$ cat src/rtl/tdes_ahb_slave_regs_pkg.sv
// ---------------------------------------------------------------------------
// tdes_ahb_pkg
//   Shared types and constants for the Triple DES AHB-Lite register front-end:
//   HTRANS encoding, slave FSM state codes, register index map (as functions
//   of the key count) and CTRL/STATUS bit positions.
// ---------------------------------------------------------------------------
package tdes_ahb_pkg;

    typedef enum logic [1:0] {
        HTRANS_IDLE   = 2'b00,
        HTRANS_BUSY   = 2'b01,
        HTRANS_NONSEQ = 2'b10,
        HTRANS_SEQ    = 2'b11
    } htrans_t;

    // Slave FSM state codes
    localparam logic [2:0] ST_IDLE  = 3'd0;
    localparam logic [2:0] ST_DATA  = 3'd1;
    localparam logic [2:0] ST_STALL = 3'd2;
    localparam logic [2:0] ST_ERR1  = 3'd3;
    localparam logic [2:0] ST_ERR2  = 3'd4;

    // Register word indices
    localparam int IDX_CTRL   = 0;
    localparam int IDX_STATUS = 1;
    localparam int IDX_KEY0   = 2;

    function automatic int idx_din(input int num_keys);
        return num_keys + 2;
    endfunction

    function automatic int idx_dout(input int num_keys);
        return num_keys + 3;
    endfunction

    // CTRL / STATUS bit positions
    localparam int CTRL_MODE_BIT  = 0;
    localparam int CTRL_START_BIT = 1;
    localparam int CTRL_IRQEN_BIT = 2;
    localparam int STAT_BUSY_BIT  = 0;
    localparam int STAT_DONE_BIT  = 1;

endpackage

$ cat src/rtl/tdes_ahb_slave_regs.sv
// ---------------------------------------------------------------------------
// tdes_ahb_slave_regs
//   AHB-Lite slave register front-end for the Triple DES core. Decodes the
//   word-addressed map (CTRL, STATUS, KEY[0..NUM_KEYS-1], DIN, DOUT), pulses
//   eng_start, captures eng_dout on eng_done, stalls DOUT reads while the
//   engine is busy and returns the two-cycle ERROR response.
//
//   Optional feature macro: TDES_IRQ_EN (adds the irq port and CTRL.irq_en).
//
// Ports
//   HCLK, HRESET          bus clock, synchronous active-high reset
//   HSEL..HWDATA          AHB-Lite slave inputs
//   HRDATA, HREADYOUT,    AHB-Lite slave outputs
//   HRESP
//   eng_start, eng_mode,  engine command: start pulse, 1=encrypt, keys
//   eng_key, eng_din      (key0 in LSBs), input block
//   eng_done, eng_dout    engine result pulse and data
//   irq                   level interrupt (TDES_IRQ_EN only)
//
// state | meaning
// ------+--------------------------------------------------------------
// IDLE  | no data phase in progress
// DATA  | zero-wait data phase of an accepted legal transfer
// STALL | DOUT read waiting for the engine result (HREADYOUT=0)
// ERR1  | first ERROR cycle (HRESP=1, HREADYOUT=0)
// ERR2  | second ERROR cycle (HRESP=1, HREADYOUT=1)
// ---------------------------------------------------------------------------
module tdes_ahb_slave_regs
    import tdes_ahb_pkg::*;
#(
    parameter int DATA_W   = 64,
    parameter int ADDR_W   = 12,
    parameter int NUM_KEYS = 3
) (
    input  logic                       HCLK,
    input  logic                       HRESET,
    input  logic                       HSEL,
    input  logic [ADDR_W-1:0]          HADDR,
    input  logic [1:0]                 HTRANS,
    input  logic                       HWRITE,
    input  logic [2:0]                 HSIZE,
    input  logic                       HREADY,
    input  logic [DATA_W-1:0]          HWDATA,
    output logic [DATA_W-1:0]          HRDATA,
    output logic                       HREADYOUT,
    output logic                       HRESP,
    output logic                       eng_start,
    output logic                       eng_mode,
    output logic [NUM_KEYS*DATA_W-1:0] eng_key,
    output logic [DATA_W-1:0]          eng_din,
    input  logic                       eng_done,
    input  logic [DATA_W-1:0]          eng_dout
`ifdef TDES_IRQ_EN
    ,
    output logic                       irq
`endif
);

    localparam int BSH   = $clog2(DATA_W / 8);
    localparam int IDX_W = ADDR_W - BSH;

    localparam logic [2:0]       SIZE_OK  = 3'(BSH);
    localparam logic [IDX_W-1:0] I_CTRL   = IDX_W'(IDX_CTRL);
    localparam logic [IDX_W-1:0] I_STATUS = IDX_W'(IDX_STATUS);
    localparam logic [IDX_W-1:0] I_KEY0   = IDX_W'(IDX_KEY0);
    localparam logic [IDX_W-1:0] I_KEYN   = IDX_W'(IDX_KEY0 + NUM_KEYS - 1);
    localparam logic [IDX_W-1:0] I_DIN    = IDX_W'(idx_din(NUM_KEYS));
    localparam logic [IDX_W-1:0] I_DOUT   = IDX_W'(idx_dout(NUM_KEYS));

    logic [2:0]        state_q, state_d;
    logic              wr_q;
    logic [IDX_W-1:0]  idx_q;
    logic              mode_q, busy_q, done_q, start_q;
    logic              irq_en_q;
    logic [DATA_W-1:0] key_q [NUM_KEYS];
    logic [DATA_W-1:0] din_q, dout_q;

    htrans_t          trans;
    logic [IDX_W-1:0] a_idx;
    logic             a_ph, accept, a_err, a_stall;
    logic             wr_act, start_wr, busy_eff, eng_cap;
    logic             unused_addr_lsb;

    assign trans           = htrans_t'(HTRANS);
    assign a_idx           = HADDR[ADDR_W-1:BSH];
    assign unused_addr_lsb = ^HADDR[BSH-1:0];

    assign a_ph   = HSEL && HREADY && (trans == HTRANS_NONSEQ || trans == HTRANS_SEQ);
    assign accept = a_ph && (state_q != ST_STALL) && (state_q != ST_ERR1);

    assign wr_act   = (state_q == ST_DATA) && wr_q;
    assign start_wr = wr_act && (idx_q == I_CTRL) && HWDATA[CTRL_START_BIT] && !busy_q;
    assign eng_cap  = busy_q && eng_done;

    // A start written in the current data phase makes the engine busy for
    // the transfer whose address phase overlaps it.
    assign busy_eff = busy_q || start_wr;

    assign a_err = (HSIZE != SIZE_OK)
                || (a_idx > I_DOUT)
                || (HWRITE && a_idx == I_DOUT)
                || (HWRITE && busy_eff &&
                    (a_idx == I_CTRL || a_idx == I_DIN ||
                     (a_idx >= I_KEY0 && a_idx <= I_KEYN)));

    // A result landing in this very cycle is captured before the data phase,
    // so that read completes without waiting.
    assign a_stall = !HWRITE && (a_idx == I_DOUT) && busy_eff && !eng_cap;

    always_comb begin
        state_d = state_q;
        case (state_q)
            ST_STALL: if (eng_cap || !busy_q) state_d = ST_DATA;
            ST_ERR1:  state_d = ST_ERR2;
            default: begin
                if (accept) begin
                    if (a_err)        state_d = ST_ERR1;
                    else if (a_stall) state_d = ST_STALL;
                    else              state_d = ST_DATA;
                end else begin
                    state_d = ST_IDLE;
                end
            end
        endcase
    end

    always_ff @(posedge HCLK) begin
        if (HRESET) begin
            state_q  <= ST_IDLE;
            wr_q     <= 1'b0;
            idx_q    <= '0;
            mode_q   <= 1'b0;
            busy_q   <= 1'b0;
            done_q   <= 1'b0;
            start_q  <= 1'b0;
            din_q    <= '0;
            dout_q   <= '0;
            for (int i = 0; i < NUM_KEYS; i++) key_q[i] <= '0;
`ifdef TDES_IRQ_EN
            irq_en_q <= 1'b0;
`endif
        end else begin
            state_q <= state_d;
            start_q <= 1'b0;

            if (accept) begin
                wr_q  <= HWRITE;
                idx_q <= a_idx;
            end

            if (wr_act) begin
                if (idx_q == I_CTRL && !busy_q) begin
                    mode_q <= HWDATA[CTRL_MODE_BIT];
`ifdef TDES_IRQ_EN
                    irq_en_q <= HWDATA[CTRL_IRQEN_BIT];
`endif
                end
                if (idx_q == I_STATUS && HWDATA[STAT_DONE_BIT]) done_q <= 1'b0;
                if (idx_q == I_DIN) din_q <= HWDATA;
                for (int i = 0; i < NUM_KEYS; i++) begin
                    if (idx_q == I_KEY0 + IDX_W'(i)) key_q[i] <= HWDATA;
                end
            end

            if (start_wr) begin
                start_q <= 1'b1;
                busy_q  <= 1'b1;
                done_q  <= 1'b0;
            end

            // Placed after the W1C so a coincident result keeps done set.
            if (eng_cap) begin
                dout_q <= eng_dout;
                busy_q <= 1'b0;
                done_q <= 1'b1;
            end
        end
    end

`ifdef TDES_IRQ_EN
    always_ff @(posedge HCLK) begin
        if (HRESET) irq <= 1'b0;
        else        irq <= done_q && irq_en_q;
    end
`else
    assign irq_en_q = 1'b0;
`endif

    always_comb begin
        HRDATA = '0;
        if (state_q == ST_DATA && !wr_q) begin
            if (idx_q == I_CTRL) begin
                HRDATA[CTRL_MODE_BIT]  = mode_q;
                HRDATA[CTRL_IRQEN_BIT] = irq_en_q;
            end
            if (idx_q == I_STATUS) begin
                HRDATA[STAT_BUSY_BIT] = busy_q;
                HRDATA[STAT_DONE_BIT] = done_q;
            end
            if (idx_q == I_DIN)  HRDATA = din_q;
            if (idx_q == I_DOUT) HRDATA = dout_q;
            for (int i = 0; i < NUM_KEYS; i++) begin
                if (idx_q == I_KEY0 + IDX_W'(i)) HRDATA = key_q[i];
            end
        end
    end

    always_comb begin
        eng_key = '0;
        for (int i = 0; i < NUM_KEYS; i++) eng_key[i*DATA_W +: DATA_W] = key_q[i];
    end

    assign HREADYOUT = !(state_q == ST_STALL || state_q == ST_ERR1);
    assign HRESP     = (state_q == ST_ERR1) || (state_q == ST_ERR2);
    assign eng_start = start_q;
    assign eng_mode  = mode_q;
    assign eng_din   = din_q;

endmodule

$ cat config.mk
export PLATFORM = sky130hd
export DESIGN_NAME = tdes_ahb_slave_regs
export DESIGN_NICKNAME = d
export VERILOG_FILES = /design/src/rtl/tdes_ahb_slave_regs_pkg.sv /design/src/rtl/tdes_ahb_slave_regs.sv
export SDC_FILE = /design/constraint.sdc
export NUM_CORES = 1
export LEC_CHECK = 0
export ABC_AREA = 1
export BUFFER_PORTS_ARGS = -buffer_cell sky130_fd_sc_hd__buf_4
export CORE_AREA = 2 2 186 188
export CTS_CLUSTER_DIAMETER = 60
export CTS_CLUSTER_SIZE = 30
export DETAILED_ROUTE_END_ITERATION = 10
export DIE_AREA = 0 0 188 190
export GPL_TIMING_DRIVEN = 1
export PLACE_DENSITY = 0.64
export SKIP_CTS_REPAIR_TIMING = 1
export SYNTH_ARGS = -nofsm -noshare
export SYNTH_HDL_FRONTEND = slang
export SYNTH_SLANG_ARGS = --single-unit
$ cat constraint.sdc
create_clock -name HCLK -period 9.1 [get_ports HCLK]
set_clock_uncertainty 0.1 [all_clocks]
set_input_delay 0.455 -clock HCLK [delete_from_list [all_inputs] [get_ports HCLK]]
set_output_delay 0.455 -clock HCLK [all_outputs]
set_load 0.05 [all_outputs]
==> key figures <==
Floorplan
  • Die W: 188 µm
  • Die footprint: 35,700 µm²
  • Core region area: 33,900 µm²
  • Rows: 68
  • Die height: 190 µm
  • Initial core utilization: 0.410
  • IO Pins: 475

Power and ir drop
  • Max IR drop VDD: 172 µV
  • Power per cell area: 179 nW/µm²
  • Total leakage power: 8.17 nW
  • Clock share of power: 0.404
  • Flop pwr share: 0.491
  • Power share of the combinational group: 0.104
  • Psw: 885 µW
  • Int Pwr: 2.49 mW
  • Net Sw Frac: 0.262

Critical path
  • Critical Path Start Type: flip-flop
  • Crit Path Class: reg2reg
  • Critical Path Sink Type: flip-flop
  • Peak fanout along the critical path: 55
  • Reg-to-reg setup timing slack: 4560 ps
  • Reg2Reg Depth: 9
  • Critical path data arrival time: 4710 ps
  • Beginning of the critical path: idx_q[3]$_SDFFE_PP0P_
  • R2r endpoint: key_q[0][38]$_DFFE_PP_
  • Reg2reg start: idx_q[3]$_SDFFE_PP0P_
  • WP data required: 9270 ps

Synthesis
  • Post-synthesis cell area: 13,900 µm²
  • Synth cell types: 32
  • Ys Warns: 0
  • Sequential-to-total area share from yosys stat: 0.623
  • Avg Inst Size Synth: 9.26 µm²
  • Syn nets: 1,654
  • Synthesized instance count: 1,503
  • #FFs+latches synth: 337

Detailed routing
  • Initial DRC count: 988
  • Vias/cell: 5.37
  • Total Wirelength: 52,900 µm
  • Detailed-router iteration count before antenna repair: 7
  • # DRC: 0
  • Post-route ant nets: 0
  • Via count: 12.9k
  • DR WL/cell: 22.0 µm

Timing
  • Final Setup Violations: 0
  • RSZ-0062 raised after global routing: no
  • Setup TNS: 0 ps
  • Max-slew headroom: 0.230
  • Final hold violations: 0
  • Worst Max-Slew Pin Slew: 1150 ps
  • Slew Viols, Final: 0
  • Tmin final: 4540 ps
  • Fmax: 0.220 GHz
  • Post-route clock period utilization: 0.499

CTS
  • CTS root buffer: clkbuf_16
  • Clock Latency Late Sink: 560 ps
  • Clock buffer depth: 3
  • CTS tree: built
  • CTS Sinks: 337
  • H-tree depth: 1
  • Clk pin slew, worst setup/hold paths: 80 ps
  • CTS buffer count: 28

Finish
  • Nets: 2,073
  • Non-filler cells, final: 2,400
  • Share of cells above drive strength 1: 0.294
  • Synth-to-Final Area Change: 35.3%
  • Fillers: 3,117

Global route
  • Initial antenna violation count: 1
  • First-pass GRT wire length: 76,600 µm
  • Tot GR Track Use: 0.283
  • Total gr overflow: 0
  • Vias in the first global route: 12.3k
  • Largest net degree at the start of global routing: 83

Status
  • Status: complete, no violations

Min path
  • Hold depth: 2
  • HP Start: HRESET
  • HP Class: in2reg
  • Hold path endpoint: done_q$_SDFFE_PP0P_

Run
  • Total of max-cap violations: 0

Placement
  • Final GP Congestion: 0.878
  • Detail Placement HPWL: 34,400 µm
  • Dpl cells: 2,347
  • I/O Buffers: 470
## metrics by stage
| step | setup WS [ps] | utilization | total power, mW | instance area (µm²) | hold slack [ps] |
|---|---|---|---|---|---|
| 2_1_floorplan | 2680 | - | 1.89 | 13900 | 333 |
| 3_3_place_gp | 4620 | 0.524 | 2.04 | 17800 | 350 |
| 3_5_place_dp | 4570 | 0.524 | 2.04 | 17800 | 356 |
| 4_1_cts | 4530 | 0.554 | 3.39 | 18800 | -7.04 |
| 5_1_grt | 4370 | 0.554 | 3.47 | 18800 | 7.67 |
| 6_report | 4560 | 0.555 | 3.37 | 18800 | 28.9 |
## registers in the layout (all words and copies together), names as in the netlist
signal and cells:
key_q 192, idx_q 9, eng_start 1, done_q 1, dout_q 64, busy_q 1
eng_din 64, eng_mode 1, state_q 3, wr_q 1
## critical path: stages (launching register included)
cell	delay, ps
dfxtp_1	330
inv_1	50
nand2_1	220
nor3_4	90
inv_4	520
nand2_1	720
buf_4	440
o211ai_4	900
buf_4	640
nor2_1	170
## power by group through the flow
stage	logic [mW]	clock network, mW	registers (mW)
floorplan	0.0887	0	1.80
global placement	0.349	0	1.69
CTS	0.351	1.38	1.66
global route	0.369	1.44	1.66
detailed placement	0.351	0	1.69
finish	0.351	1.36	1.66
## cells in the final DEF, fill, tap and decap left out, types with 7 or more instances in the layout
master | synthesis | final
buf_4 | 2 | 490
nor2_1 | 240 | 239
o21ai_0 | 205 | 202
edfxtp_1 | 192 | 192
a21oi_1 | 167 | 167
nand2_1 | 167 | 166
dfxtp_1 | 145 | 145
inv_1 | 98 | 97
nand3_1 | 89 | 89
o21ai_1 | 34 | 34
clkbuf_16 | 0 | 30
nor3_1 | 22 | 22
nand4_1 | 7 | 7
## per-layer routing
layer  routed length (µm)  GRT usage  part of all wire  vias to the layer above
met4                 1690     0.0987             0.032                        0
met2                25900      0.486              0.49                      651
met1                20200      0.350              0.38                     6179
met5                    0          0                 0                        -
met3                 5100     0.0666             0.097                       92
li1                     -          -                 -                     5969
## logic make-up (layout without fill, tap and decap cells)
group	Yosys count	after routing	synth area share
other cells	0	1	0
flops	337	337	0.623
buf+inv	207	648	0.0619
compound gates	419	419	0.153
simple gates	540	540	0.162
## cell type report
class,instances,area (µm²),share of cell area
diodes,1,2.50,0.000133
well taps,455,569,0.0302
clock inverters,21,284,0.0151
multi-input cells,959,4450,0.236
inverters,106,407,0.0216
clock buffers,31,764,0.0406
repair buffers,490,3680,0.195
flip-flops and latches,337,8670,0.460
## cells in the mapped netlist
master,instances,share of area
nor3_2,1,0.00072
inv_1,98,0.026
clkinv_1,1,0.00027
a31oi_1,6,0.0027
nand3_2,1,0.00072
a21boi_0,1,0.00054
nor2_1,240,0.065
a211oi_1,2,0.0011
nor2_4,2,0.0016
o211ai_1,2,0.0011
nor3_1,22,0.0079
inv_2,7,0.0019
or2_2,2,0.00090
edfxtp_1,192,0.41
buf_4,2,0.0011
nand3_1,89,0.032
buf_2,37,0.013
dfxtp_1,145,0.21
buf_6,4,0.0032
nand4_1,7,0.0031
a21oi_1,167,0.060
o211ai_2,1,0.00090
nor3_4,2,0.0023
buf_1,1,0.00027
nand3b_1,1,0.00054
nand2_1,167,0.045
nor2_2,3,0.0013
clkbuf_1,57,0.015
nand2_2,3,0.0013
o21ai_1,34,0.012
o221ai_1,1,0.00063
o21ai_0,205,0.074
## worst max path at each step
stage | endpoint | slack (ps)
finish | key_q[0][38]$_DFFE_PP_ | 4560
global route | key_q[0][102]$_DFFE_PP_ | 4370
CTS | key_q[0][102]$_DFFE_PP_ | 4530
detailed placement | key_q[0][102]$_DFFE_PP_ | 4570
global placement | key_q[0][101]$_DFFE_PP_ | 4620
floorplan | key_q[0][128]$_DFFE_PP_ | 2680
(Power assumes the default switching activity.)
